===== src/rtl/inst_fetch.sv =====
`default_nettype none

`ifndef ADDR_WIDTH
`define ADDR_WIDTH 32
`endif
`ifndef INST_WIDTH
`define INST_WIDTH 32
`endif

// ============================================================================
// Module      : inst_fetch
// Description : Instruction-fetch stage feeding instruction decode. Holds the
//               architectural fetch PC, keeps at most one instruction-memory
//               request outstanding, and parks each returned instruction with
//               its PC in a one-entry output buffer drained by decode through
//               a valid/ready handshake. A branch redirect flushes the buffer,
//               discards any in-flight fetch and restarts at the target.
// Ports       :
//   clk            rising-edge clock
//   rst            synchronous active-high reset
//   branch_valid   single-cycle redirect pulse from decode
//   branch_target  redirect PC (bits [1:0] ignored)
//   inst_req       memory request valid
//   inst_addr      word-aligned request address
//   inst_gnt       memory accepted the request this cycle
//   inst_rvalid    response valid (at least one cycle after the grant)
//   inst_rdata     response instruction word
//   if_valid       output buffer holds an instruction
//   if_pc          PC of the buffered instruction
//   if_inst        buffered instruction word
//   id_ready       decode accepts the buffer this cycle
// Revision    : 1.0 - initial release
// ============================================================================
module inst_fetch #(
  parameter logic [`ADDR_WIDTH-1:0] RESET_PC = 32'h1c00_0000
) (
  input  logic                   clk,
  input  logic                   rst,
  input  logic                   branch_valid,
  input  logic [`ADDR_WIDTH-1:0] branch_target,
  output logic                   inst_req,
  output logic [`ADDR_WIDTH-1:0] inst_addr,
  input  logic                   inst_gnt,
  input  logic                   inst_rvalid,
  input  logic [`INST_WIDTH-1:0] inst_rdata,
  output logic                   if_valid,
  output logic [`ADDR_WIDTH-1:0] if_pc,
  output logic [`INST_WIDTH-1:0] if_inst,
  input  logic                   id_ready
);

  localparam logic [`ADDR_WIDTH-1:0] PC_STEP = 4;

  typedef enum logic [0:0] {
    ST_REQ  = 1'b0,
    ST_WAIT = 1'b1
  } state_t;

  state_t                   state;
  state_t                   state_next;

  logic [`ADDR_WIDTH-1:0]   pc;        // next address to request
  logic [`ADDR_WIDTH-1:0]   fetch_pc;  // address of the outstanding request
  logic                     buf_valid;
  logic [`ADDR_WIDTH-1:0]   buf_pc;
  logic [`INST_WIDTH-1:0]   buf_inst;
  logic                     discard;   // outstanding response is wrong-path

  logic                     xfer;
  logic                     buf_free;
  logic                     grant;
  logic                     resp;
  logic                     load;
  logic [`ADDR_WIDTH-1:0]   target_aligned;

  // The low target bits are architecturally ignored.
  logic                     unused_target_lsbs;
  assign unused_target_lsbs = ^branch_target[1:0];

  assign target_aligned = {branch_target[`ADDR_WIDTH-1:2], 2'b00};

  assign xfer     = buf_valid && id_ready;
  // A request may be launched into a buffer that decode drains this very
  // cycle; the response cannot arrive before the following cycle.
  assign buf_free = !buf_valid || xfer;
  assign grant    = inst_req && inst_gnt;
  // Responses seen outside WAIT are protocol violations and are ignored.
  assign resp     = (state == ST_WAIT) && inst_rvalid;
  // A redirect coinciding with the response kills the response too.
  assign load     = resp && !discard && !branch_valid;

  assign inst_addr = pc;
  assign if_valid  = buf_valid;
  assign if_pc     = buf_pc;
  assign if_inst   = buf_inst;

  // --------------------------------------------------------------------------
  // FSM next-state and request generation
  // --------------------------------------------------------------------------
  always_comb begin
    state_next = state;
    inst_req   = 1'b0;
    case (state)
      ST_REQ: begin
        // Redirect gates the request off so inst_addr never changes under a
        // pending, ungranted request.
        inst_req = buf_free && !branch_valid && !rst;
        if (inst_req && inst_gnt) begin
          state_next = ST_WAIT;
        end
      end
      ST_WAIT: begin
        if (inst_rvalid) begin
          state_next = ST_REQ;
        end
      end
      default: begin
        state_next = ST_REQ;
      end
    endcase
  end

  // --------------------------------------------------------------------------
  // State register
  // --------------------------------------------------------------------------
  always_ff @(posedge clk) begin
    if (rst) begin
      state <= ST_REQ;
    end else begin
      state <= state_next;
    end
  end

  // --------------------------------------------------------------------------
  // PC, discard flag and output buffer
  // --------------------------------------------------------------------------
  always_ff @(posedge clk) begin
    if (rst) begin
      pc        <= RESET_PC;
      fetch_pc  <= RESET_PC;
      discard   <= 1'b0;
      buf_valid <= 1'b0;
      buf_pc    <= '0;
      buf_inst  <= '0;
    end else begin
      if (grant) begin
        fetch_pc <= pc;
      end

      // Redirect wins over the sequential increment; pc + 4 wraps naturally.
      if (branch_valid) begin
        pc <= target_aligned;
      end else if (load) begin
        pc <= fetch_pc + PC_STEP;
      end

      // Any response in WAIT retires the outstanding request, so the flag is
      // cleared even when a new redirect lands in the same cycle. A redirect
      // while already discarding leaves the flag set.
      if (resp) begin
        discard <= 1'b0;
      end else if (branch_valid && ((state == ST_WAIT) || grant)) begin
        discard <= 1'b1;
      end

      // The flush applies even if decode takes the entry in the same cycle;
      // decode resolves that ordering on its side.
      if (branch_valid) begin
        buf_valid <= 1'b0;
      end else if (load) begin
        buf_valid <= 1'b1;
        buf_pc    <= fetch_pc;
        buf_inst  <= inst_rdata;
      end else if (xfer) begin
        buf_valid <= 1'b0;
      end
    end
  end

endmodule

`default_nettype wire


===== config.mk =====
export PLATFORM = sky130hd
export DESIGN_NAME = inst_fetch
export DESIGN_NICKNAME = d
export VERILOG_FILES = /design/src/rtl/inst_fetch.sv
export SDC_FILE = /design/constraint.sdc
export NUM_CORES = 1
export LEC_CHECK = 0
export CAP_MARGIN = 40
export CORE_MARGIN = 2
export CORE_UTILIZATION = 40
export CTS_CLUSTER_DIAMETER = 120
export DETAILED_ROUTE_END_ITERATION = 16
export PLACE_DENSITY = 0.7
export SLEW_MARGIN = 10
export SYNTH_ARGS = -nofsm -noshare
export SYNTH_HDL_FRONTEND = slang
export SYNTH_SLANG_ARGS = --single-unit

===== constraint.sdc =====
create_clock -name clk -period 3.55 [get_ports clk]
set_clock_uncertainty 0.15 [all_clocks]
set_input_delay 0.5325 -clock clk [delete_from_list [all_inputs] [get_ports clk]]
set_output_delay 0.5325 -clock clk [all_outputs]
set_load 0.005 [all_outputs]

==> metrics.cfg <==
[status]
status = finished, final reports clean

[timing]
period_minus_slack_ns = 2.71
rsz0062_at_grt = false
timing.final.ws_setup_ns = 0.841
hold_ws_ns = 0.301
finalCritPeriodShare = 0.763
tightest_slew_ns = 0.818
fmax_mhz = 369
setup_viol = 0
slew_headroom = 0.455
fin_setup_tns_ns = 0
slew_viol_final = 0
final-hold-violation-count = 0

[synthesis]
syn-num-nets = 766
synth_flop_cell = dfxtp_1
yosysUniqueCellTypes = 43
ys_seq_elements = 131
syn_area_um2 = 5360
syn_avg_cell_area_um2 = 7.72
yosysSeqAreaShare = 0.489
async_flop_share = 0
synth_edf_count = 0
synthCells = 695
synth_warnings = 0

[critical_path]
crit_arrival_ns = 2.03
crit_path_end_kind = output pin
crit_chain = buf_4 -> or2_2 -> nor3_1 -> clkdlybuf4s50_1
r2r_cells = 6
critPathLaunchType = input pin
crit_type = in2out
max_stage_delay_ns = 0.57
cp_slowest_cell = clkdlybuf4s50_1
cp_max_fo = 50
required_ns = 2.87

[grt]
antenna_found_initial = 0
grt-ovfl-total = 0
grt_max_degree = 81
grtUsageTotal = 0.214
grt_pass1_wl_um = 24300
grt_pass1_vias = 4848

[min_path]
hold_depth = 2
min-delay-path-class = reg2reg

[placed_design]
post-place-cells = 993
hpwlAfterDp_um = 9940
gp_congestion = 0.811
post-place-ws_ns = 0.863
portBuffers = 165

[routing]
drt-pass1-iter-count = 4
num_vias = 5203
viasPerCell = 5.08
wirelength_um = 15100
ant_nets = 0
drtIter0Drc = 346
wl_per_cell_um = 14.7
route.detailed.drc = 0

[finish]
drive_gt1_frac = 0.0590
final_nets = 907
diodes = 0
area_growth_pct = 44.1
fillers = 1193
fin_cells = 1024

[die]
die_h_um = 120
start_util = 0.407
pin_count = 168
rows = 42
die_w_um = 120
die-area_um2 = 14300
core-area_um2 = 13200

[pwr]
peakVddDrop_v = 0.000340
p_clk_frac = 0.495
combPwrFrac = 0.073
power.internal_mw = 2.81
p_per_area_nw_per_um2 = 460
p_switching_mw = 0.742
p_total_mw = 3.55
p_leak_nw = 2.57
switching_share = 0.209
p_seq_frac = 0.432

[clock_network]
clk-insertion-delay-late_ns = 0.41
root_buffer = clkbuf_16
clock_path_buffers = 2
cts_setup_buffers = 0
cts_tree = yes
cts_hold_buf = 0
cts_buffers = 17
htreeDepth = 4
cts-resized-gates = 0
clock-sinks = 131
clkTransAtPathRegs_ns = 0.05

[job]
drv_cap = 0

## power groups by stage
stage / Combinational, mW / Sequential (mW) / Clock, mW
6_report: 0.258 / 1.54 / 1.76
4_1_cts: 0.260 / 1.53 / 1.78
2_1_floorplan: 0.103 / 1.56 / 0
5_1_grt: 0.283 / 1.54 / 1.85
3_5_place_dp: 0.258 / 1.57 / 0
3_3_place_gp: 0.255 / 1.56 / 0
## metal layers
metal / GRT usage / routed length (um) / part of all wire / up-vias
met3: 0.0518 / 852 / 0.057 / 26
li1: - / - / - / 2612
met5: 0 / 0 / 0 / -
met1: 0.278 / 6670 / 0.44 / 2416
met4: 0.0801 / 320 / 0.021 / 0
met2: 0.346 / 7240 / 0.48 / 149
## flip-flops by register name (all words and copies together), names as in the netlist
signal and flops:
discard 1, fetch_pc 32, if_inst 32, if_pc 32
if_valid 1, inst_addr 32, state 1
## worst max-delay path, delay by kind of cell
kind | cells | cell delay (ns)
and+or+nand+nor | 2 | 0.65
buffers and inverters | 2 | 0.83
## layout make-up
| class | count | area [um^2] | share of cell area |
|---|---|---|---|
| multi-input cells | 509 | 2530 | 0.328 |
| clock buffers | 28 | 537 | 0.0695 |
| repair buffers | 175 | 1740 | 0.226 |
| flip-flops and latches | 131 | 2620 | 0.339 |
| inverters | 2 | 7.51 | 0.000971 |
| clock inverters | 3 | 65.1 | 0.00842 |
| well taps | 176 | 220 | 0.0285 |
## cells in the mapped netlist, types with 4 or more instances
cell type,count,area share
a2111oi_0,4,0.0065
a211oi_1,4,0.0056
a21oi_1,117,0.11
a221oi_1,4,0.0065
buf_1,7,0.0049
buf_2,6,0.0056
clkbuf_1,39,0.027
dfxtp_1,131,0.49
nand2_1,232,0.16
nand3_1,10,0.0093
nand3b_1,5,0.0070
nand4_1,5,0.0058
nor2_1,36,0.025
nor2b_1,6,0.0070
nor3_1,14,0.013
o21ai_0,4,0.0037
o22ai_1,8,0.0093
o32ai_1,4,0.0065
xnor2_1,22,0.036
## final timing paths
| path | startpoint | endpoint | slack (ns) |
|---|---|---|---|
| max | rst | inst_req | 0.84 |
| min | if_pc[1] | if_pc[1] | 0.30 |
| max reg2reg | fetch_pc[2] | inst_addr[30] | 1.14 |
| min reg2reg | if_pc[1] | if_pc[1] | 0.30 |
## cells in the final DEF (no fill, tap or decap), drive strengths merged, types with 10 or more instances in the layout
master,n
nor3,16
dfxtp,131
a21oi,117
xnor2,22
nand2,232
nor2,36
clkbuf,28
clkdlybuf4s50,163
nand3,10
buf,12
## stage by stage
stage          utilization  cell area [um^2]
6_report             0.586              7730
5_1_grt              0.586              7730
4_1_cts              0.586              7730
3_5_place_dp         0.540              7130
3_3_place_gp         0.540              7130
2_1_floorplan            -              5360
## logic make-up (layout without fill, tap and decap cells)
kind of cell             after synthesis  in the layout  synth area share
AND/OR/NAND/NOR                      331            331             0.268
XOR/XNOR                              24             24            0.0392
multiplexers                           1              1           0.00187
buffers and inverters                 55            208            0.0406
adder cells (fa/ha/maj)                1              1           0.00233
flip-flops                           131            131             0.489
AO/OA/AOI/OAI                        152            152             0.159
No activity file was read; power rests on OpenSTA's default activity.
